--- src/rtl/ap_prof_pkg.sv ---
// ap_prof_pkg: shared record layout, FSM states and the incomplete-latency marker
package ap_prof_pkg;
  localparam int PROF_ID_W = 16;
  localparam int PROF_TS_W = 32;
  localparam logic [PROF_TS_W-1:0] LAT_INCOMPLETE = '1;
  typedef enum logic [1:0] {IDLE, RUN, DRAIN, DONE} prof_state_e;
  typedef struct packed {
    logic [PROF_ID_W-1:0] id;
    logic [PROF_TS_W-1:0] start_ts;
    logic [PROF_TS_W-1:0] latency;
    logic [PROF_TS_W-1:0] interval;
    logic [PROF_TS_W-1:0] stall;
  } prof_rec_t;
endpackage

--- src/rtl/prof_sync_fifo.sv ---
// prof_sync_fifo: count-based synchronous FIFO; a full FIFO still takes a push when popped in the same cycle
module prof_sync_fifo #(
  parameter int W     = 8,
  parameter int DEPTH = 4
) (
  input  logic         clock_i,
  input  logic         reset_i,
  input  logic         push_i,
  input  logic         pop_i,
  input  logic [W-1:0] din_i,
  output logic [W-1:0] dout_o,
  output logic         full_o,
  output logic         empty_o
);
  localparam int AW = $clog2(DEPTH);
  logic [W-1:0]  mem_q [DEPTH];
  logic [AW-1:0] wr_q, rd_q;
  logic [AW:0]   cnt_q;
  logic          do_push, do_pop;
  assign empty_o = cnt_q == '0;
  assign full_o  = cnt_q == (AW+1)'(DEPTH);
  assign do_pop  = pop_i & ~empty_o;
  assign do_push = push_i & (~full_o | do_pop);
  assign dout_o  = mem_q[rd_q];
  always_ff @(posedge clock_i)
    if (do_push) mem_q[wr_q] <= din_i;
  always_ff @(posedge clock_i or posedge reset_i)
    if (reset_i) begin
      wr_q  <= '0;
      rd_q  <= '0;
      cnt_q <= '0;
    end else begin
      wr_q  <= wr_q + AW'(do_push);
      rd_q  <= rd_q + AW'(do_pop);
      cnt_q <= cnt_q + (AW+1)'(do_push) - (AW+1)'(do_pop);
    end
endmodule

--- src/rtl/ap_ctrl_txn_profiler.sv ---
// ap_ctrl_txn_profiler: per-invocation latency/interval/stall records from an ap_ctrl handshake
// PROFILER_STALL_EN adds the stall counter and its record storage; otherwise rec_stall is 0.
module ap_ctrl_txn_profiler
  import ap_prof_pkg::*;
#(
  parameter int TS_W       = 32,
  parameter int ID_W       = 16,
  parameter int PEND_DEPTH = 4,
  parameter int OUT_DEPTH  = 8
) (
  input  logic            clock,
  input  logic            reset,
  input  logic            ap_start,
  input  logic            ap_ready,
  input  logic            ap_done,
  input  logic            ap_continue,
  input  logic            finish,
  output logic            rec_valid,
  input  logic            rec_ready,
  output logic [ID_W-1:0] rec_id,
  output logic [TS_W-1:0] rec_start_ts,
  output logic [TS_W-1:0] rec_latency,
  output logic [TS_W-1:0] rec_interval,
  output logic [TS_W-1:0] rec_stall,
  output logic [15:0]     drop_cnt,
  output logic            orphan_err,
  output logic            flushed
);
`ifdef PROFILER_STALL_EN
  localparam int SW = TS_W;
`else
  localparam int SW = 0;
`endif
  localparam int HW = ID_W + TS_W;
  localparam int PW = HW + TS_W + SW;
  localparam int OW = PW + TS_W;
  prof_state_e     state_q;
  logic [TS_W-1:0] ts_q, prev_q, interval, lat;
  logic [ID_W-1:0] id_q;
  logic            first_q, rec_vld_q, orphan_q, flushed_q;
  logic            active, st_acc, dn_acc, bypass, drain_pop, pend_drop, out_drop, out_pop;
  logic            pend_full, pend_empty, out_full, out_empty;
  logic [PW-1:0]   pend_din, pend_dout, src;
  logic [OW-1:0]   rec_q, rec_d, out_dout, out_vis;
  logic [15:0]     drop_q;
  logic [16:0]     drop_sum;
  prof_rec_t       out_rec;
  assign active    = (state_q == IDLE) | (state_q == RUN);
  assign st_acc    = active & ap_start & ap_ready;
  assign dn_acc    = active & ap_done & ap_continue;
  assign bypass    = st_acc & dn_acc & pend_empty;
  assign pend_drop = st_acc & ~bypass & pend_full;
  // one drain pop per free slot, never while a record is still staged
  assign drain_pop = (state_q == DRAIN) & ~pend_empty & ~out_full & ~rec_vld_q;
  assign interval  = first_q ? '0 : ts_q - prev_q;
`ifdef PROFILER_STALL_EN
  logic [TS_W-1:0] stall_q;
  assign pend_din = {id_q, ts_q, interval, stall_q};
  always_ff @(posedge clock or posedge reset)
    if (reset) stall_q <= '0;
    else stall_q <= st_acc ? '0 : stall_q + TS_W'(ap_start & ~ap_ready);
`else
  assign pend_din = {id_q, ts_q, interval};
`endif
  prof_sync_fifo #(.W(PW), .DEPTH(PEND_DEPTH)) u_pend (
    .clock_i(clock), .reset_i(reset),
    .push_i(st_acc & ~bypass & ~pend_full), .pop_i((dn_acc & ~pend_empty) | drain_pop),
    .din_i(pend_din), .dout_o(pend_dout), .full_o(pend_full), .empty_o(pend_empty)
  );
  // a bypass record is built from the live start, so its latency is ts - ts = 0
  assign src   = bypass ? pend_din : pend_dout;
  assign lat   = drain_pop ? TS_W'(LAT_INCOMPLETE) : ts_q - src[PW-ID_W-1 -: TS_W];
  assign rec_d = {src[PW-1 -: HW], lat, src[PW-HW-1:0]};
  prof_sync_fifo #(.W(OW), .DEPTH(OUT_DEPTH)) u_out (
    .clock_i(clock), .reset_i(reset),
    .push_i(rec_vld_q), .pop_i(out_pop),
    .din_i(rec_q), .dout_o(out_dout), .full_o(out_full), .empty_o(out_empty)
  );
  assign out_pop  = rec_valid & rec_ready;
  assign out_drop = rec_vld_q & out_full & ~out_pop;
  assign drop_sum = {1'b0, drop_q} + 17'(pend_drop) + 17'(out_drop);
  assign out_vis  = out_empty ? '0 : out_dout;
  always_comb begin
    out_rec          = '0;
    out_rec.id       = PROF_ID_W'(out_vis[OW-1 -: ID_W]);
    out_rec.start_ts = PROF_TS_W'(out_vis[OW-ID_W-1 -: TS_W]);
    out_rec.latency  = PROF_TS_W'(out_vis[OW-HW-1 -: TS_W]);
    out_rec.interval = PROF_TS_W'(out_vis[OW-HW-TS_W-1 -: TS_W]);
`ifdef PROFILER_STALL_EN
    out_rec.stall    = PROF_TS_W'(out_vis[TS_W-1:0]);
`endif
  end
  assign rec_valid    = ~out_empty;
  assign rec_id       = ID_W'(out_rec.id);
  assign rec_start_ts = TS_W'(out_rec.start_ts);
  assign rec_latency  = TS_W'(out_rec.latency);
  assign rec_interval = TS_W'(out_rec.interval);
  assign rec_stall    = TS_W'(out_rec.stall);
  assign drop_cnt     = drop_q;
  assign orphan_err   = orphan_q;
  assign flushed      = flushed_q;
  always_ff @(posedge clock or posedge reset)
    if (reset) begin
      state_q   <= IDLE;
      ts_q      <= '0;
      id_q      <= '0;
      prev_q    <= '0;
      first_q   <= 1'b1;
      rec_q     <= '0;
      rec_vld_q <= 1'b0;
      drop_q    <= '0;
      orphan_q  <= 1'b0;
      flushed_q <= 1'b0;
    end else begin
      ts_q      <= ts_q + TS_W'(1);
      id_q      <= st_acc ? id_q + ID_W'(1) : id_q;
      prev_q    <= st_acc ? ts_q : prev_q;
      first_q   <= first_q & ~st_acc;
      rec_q     <= rec_d;
      rec_vld_q <= (dn_acc & (~pend_empty | st_acc)) | drain_pop;
      drop_q    <= drop_sum[16] ? '1 : drop_sum[15:0];
      orphan_q  <= orphan_q | (dn_acc & pend_empty & ~st_acc);
      case (state_q)
        IDLE:    state_q <= finish ? DRAIN : st_acc ? RUN : IDLE;
        RUN:     state_q <= finish ? DRAIN : RUN;
        DRAIN:   state_q <= pend_empty ? DONE : DRAIN;
        default: flushed_q <= flushed_q | (out_empty & ~rec_vld_q);
      endcase
    end
endmodule

--- config.mk ---
export PLATFORM = sky130hd
export DESIGN_NAME = ap_ctrl_txn_profiler
export DESIGN_NICKNAME = d
export VERILOG_FILES = /design/src/rtl/ap_prof_pkg.sv /design/src/rtl/prof_sync_fifo.sv /design/src/rtl/ap_ctrl_txn_profiler.sv
export SDC_FILE = /design/constraint.sdc
export NUM_CORES = 2
export LEC_CHECK = 0
export CORE_ASPECT_RATIO = 0.6
export CORE_UTILIZATION = 65
export CTS_BUF_LIST = sky130_fd_sc_hd__clkbuf_16
export DETAILED_ROUTE_END_ITERATION = 10
export DONT_BUFFER_PORTS = 1
export PLACE_DENSITY = 0.83
export SYNTH_ARGS = -nofsm -noshare
export SYNTH_HDL_FRONTEND = slang
export SYNTH_SLANG_ARGS = --single-unit
--- constraint.sdc ---
create_clock -name clock -period 24.3 [get_ports clock]
set_input_delay 3.645 -clock clock [delete_from_list [all_inputs] [get_ports clock]]
set_output_delay 3.645 -clock clock [all_outputs]
set_load 0.005 [all_outputs]
==> flow_metrics.env <==
export IMPL_ys_flop_type="edfxtp_1"
export IMPL_die_area_sq_um=91430
export IMPL_status="complete, no violations"
export IMPL_syn_inst=3308
export IMPL_synth_top_area_share_pct=62.29
export IMPL_criticalPathCategory="flop to output pin"
export IMPL_gp_congestion=0.9442
export IMPL_slew_limit_headroom_pct=4.313
export IMPL_worst_pin_slew_ns=1.420
export IMPL_dr_first_iter_drc_count=3572
export IMPL_period_minus_slack_ns=8.055
export IMPL_min_path_type="flop to flop"
export IMPL_clockRootBuffer="clkbuf_16"
export IMPL_die_h_microns=234.6
export IMPL_vdd_drop_max_mv=0.09602
export IMPL_synth_xor_area_share_pct=2.021
export IMPL_hold_ws_ns=0.4982
export IMPL_cts_tree="done"
export IMPL_maxSlewViolCount=0
export IMPL_clock_fmax_mhz=124.2
export IMPL_synth_edf_count=1216
export IMPL_antenna_left=0
export IMPL_grt_pass1_wl_mm=195.9
export IMPL_antenna_found_initial=11
export IMPL_fill_cells=5138
export IMPL_synth_simple_area_share_pct=4.779
export IMPL_drc_errors=0
export IMPL_yosysWarnings=0
export IMPL_ios=171
export IMPL_synthAdderAreaFrac_pct=1.592
export IMPL_final_hold_violation_count=0
export IMPL_yosys_register_bits=1447
export IMPL_muxShareOfSynthArea_pct=13.91
export IMPL_via_per_inst=6.512
export IMPL_postCtsResizedCells=0
export IMPL_clock_path_buffers=3
export IMPL_required_ns=20.65
export IMPL_initial_core_util_pct=66.32
export IMPL_core_sq_um=88390
export IMPL_setup_viol=0
export IMPL_cap_violations=0
export IMPL_grt_overflow_total=0
export IMPL_post_cts_buffers=0
export IMPL_grt_pass1_vias=30594
export IMPL_clk_latency_ns=0.75
export IMPL_end_kind="output pin"
export IMPL_drive_gt1_share_pct=17.09
export IMPL_postCtsHoldBufs=0
export IMPL_vias=30190
export IMPL_grt_max_degree=108
export IMPL_crit_fanout=52
export IMPL_yosysTopAreaCell="edfxtp_1"
export IMPL_placedInstanceArea_sq_um=59880
export IMPL_fin_ws_ns=16.25
export IMPL_async_flop_share_pct=15.96
export IMPL_p_per_area_nw_per_um2=123.7
export IMPL_die_x_microns=389.7
export IMPL_wl_per_cell_microns=28.37
export IMPL_syn_area_per_cell_sq_um=17.72
export IMPL_h_tree_depth=3
export IMPL_first_pass_iters=6
export IMPL_period_share_pct=33.15
export IMPL_seq_area_frac_synth_pct=72.15
export IMPL_synth_top_family_by_area="multiplexers"
export IMPL_rsz0062_at_grt="no"
export IMPL_synth_area_leaders="edfxtp_1, mux4_2, dfrtp_1, mux2i_1, nand2_1"
export IMPL_hpwl_mm=77.80
export IMPL_pre_cts_ws_ns=16.17
export IMPL_port_buffers=0
export IMPL_startpoint_type="flop"
export IMPL_cts_buffers=119
export IMPL_skew_ns=0.03464
export IMPL_ys_types=90
export IMPL_seqCellArea_sq_um=42320
export IMPL_final_area_sq_um=63770
export IMPL_clock_sinks=1447
export IMPL_multi_input_area_sq_um=15310
export IMPL_clk_pin_slew_ns=0.07
export IMPL_synth_compound_area_share_pct=3.456
export IMPL_cp_arrival_ns=4.41
export IMPL_power_leakage_nw=22.57
export IMPL_nets=3404
export IMPL_row_count=84
export IMPL_wirelength_mm=131.5
export IMPL_area_delta_synth_final_pct=8.781
export IMPL_track_usage_pct=29.23
export IMPL_finalSetupTns_ns=0
export IMPL_netlist_area_sq_um=58620
==> registers in the layout (all words and copies together), names as in the netlist <==
| register | cells |
|---|---|
| state_q | 2 |
| u_pend.mem_q | 320 |
| u_out.wr_q | 3 |
| u_pend.rd_q | 2 |
| u_out.rd_q | 3 |
| drop_cnt | 16 |
| rec_q | 112 |
| u_out.cnt_q | 4 |
| prev_q | 32 |
| u_pend.wr_q | 2 |
| id_q | 16 |
| orphan_err | 1 |
| u_pend.cnt_q | 3 |
| u_out.mem_q | 896 |
| flushed | 1 |
| first_q | 1 |
| rec_vld_q | 1 |
| ts_q | 32 |
==> per-layer routing <==
layer	wire (microns)	GRT usage [%]	share of wire (%)	up-vias
met5	29	0	0.022	-
met4	3070	7.385	2.3	4
met3	13970	8.450	11	203
met2	60880	43.73	46	1459
met1	53580	43.11	41	15753
li1	-	-	-	12771
==> where the power goes <==
group	switching, mW	leakage, nW	internal, mW
logic	1.29	6.74	0.879
registers	0.403	13.8	3.39
clock network	0.881	2.00	1.05
total	2.58	22.6	5.31
==> synthesized netlist by cell type, types with 9 or more instances <==
master	instances
nor2b_1	16
nand3_1	33
mux4_2	304
nand4_1	15
edfxtp_1	1216
buf_4	34
xor2_1	46
nand2b_1	16
dfrtp_1	230
mux2i_1	125
nand2_1	285
inv_1	92
buf_2	11
nor2_1	204
ha_1	65
a21o_1	25
o31ai_1	18
buf_1	38
o211ai_1	10
a21oi_1	53
o21bai_1	9
o21ai_0	92
clkbuf_1	98
and3_1	22
nor3_1	14
a31oi_1	14
xnor2_1	75
==> placed cells by master, fill, tap and decap left out, types with 7 or more instances in the layout <==
| cell type | Yosys | layout |
|---|---|---|
| a21o_1 | 25 | 25 |
| a21oi_1 | 53 | 53 |
| a31oi_1 | 14 | 14 |
| and2_1 | 8 | 7 |
| and3_1 | 22 | 21 |
| and4_1 | 7 | 7 |
| buf_4 | 34 | 50 |
| bufinv_16 | 0 | 14 |
| clkbuf_16 | 0 | 120 |
| clkinv_1 | 0 | 24 |
| clkinv_2 | 0 | 18 |
| conb_1 | 1 | 32 |
| dfrtp_1 | 230 | 225 |
| edfxtp_1 | 1216 | 1216 |
| ha_1 | 65 | 65 |
| inv_1 | 92 | 121 |
| mux2i_1 | 125 | 125 |
| mux4_2 | 304 | 304 |
| nand2_1 | 285 | 285 |
| nand2b_1 | 16 | 16 |
| nand3_1 | 33 | 33 |
| nand4_1 | 15 | 15 |
| nor2_1 | 204 | 196 |
| nor2_4 | 0 | 8 |
| nor2b_1 | 16 | 16 |
| nor3_1 | 14 | 12 |
| o211ai_1 | 10 | 10 |
| o21a_1 | 8 | 8 |
| o21ai_0 | 92 | 91 |
| o21bai_1 | 9 | 9 |
| o31ai_1 | 18 | 18 |
| xnor2_1 | 75 | 75 |
| xor2_1 | 46 | 46 |
==> critical path, stage by stage (launching register included) <==
cell and delay, ns:
dfrtp_4 0.82, buf_4 0.76, buf_4 0.88, mux4_2 0.64, mux2i_1 0.28, nor2_1 0.10
==> path summary, 6_finish.rpt <==
path	from	endpoint	slack (ns)	depth (start not counted)
setup / recovery	u_out.rd_q[0]	rec_id[6]	16.25	5
hold / removal	prev_q[0]	prev_q[0]	0.50	2
setup reg to reg	state_q[1]	rec_q[58]	18.89	19
hold reg to reg	prev_q[0]	prev_q[0]	0.50	2
max in group asynchronous	reset	rec_q[32]	19.78	2
min in group asynchronous	reset	drop_cnt[14]	2.84	1
==> cells by family after synthesis <==
kind of cell    after synthesis
fa+ha+maj                    72
buf+inv                     277
other cells                   1
xor+xnor                    128
flops                      1447
mux                         434
compound gates              303
simple gates                646
==> area by class of cell <==
| cell class | count | share of cell area [%] |
|---|---|---|
| sequential | 1447 | 66.36 |
| multi-input combinational | 1615 | 24.01 |
| clock buffer | 120 | 4.709 |
| tap | 1204 | 2.362 |
| clock inverter | 103 | 1.373 |
| timing repair buffer | 51 | 0.6200 |
| inverter | 92 | 0.5533 |
| antenna | 4 | 0.01570 |
==> through the flow <==
step	power, mW	util, %	cells
floorplan	5.251	-	3339
CTS	7.916	72.13	4632
global placement	5.863	67.74	4409
global route	8.203	72.13	4632
finish	7.888	72.14	4636
detailed placement	5.985	67.74	4409
Note: power is estimated with default switching activity, not from simulation.
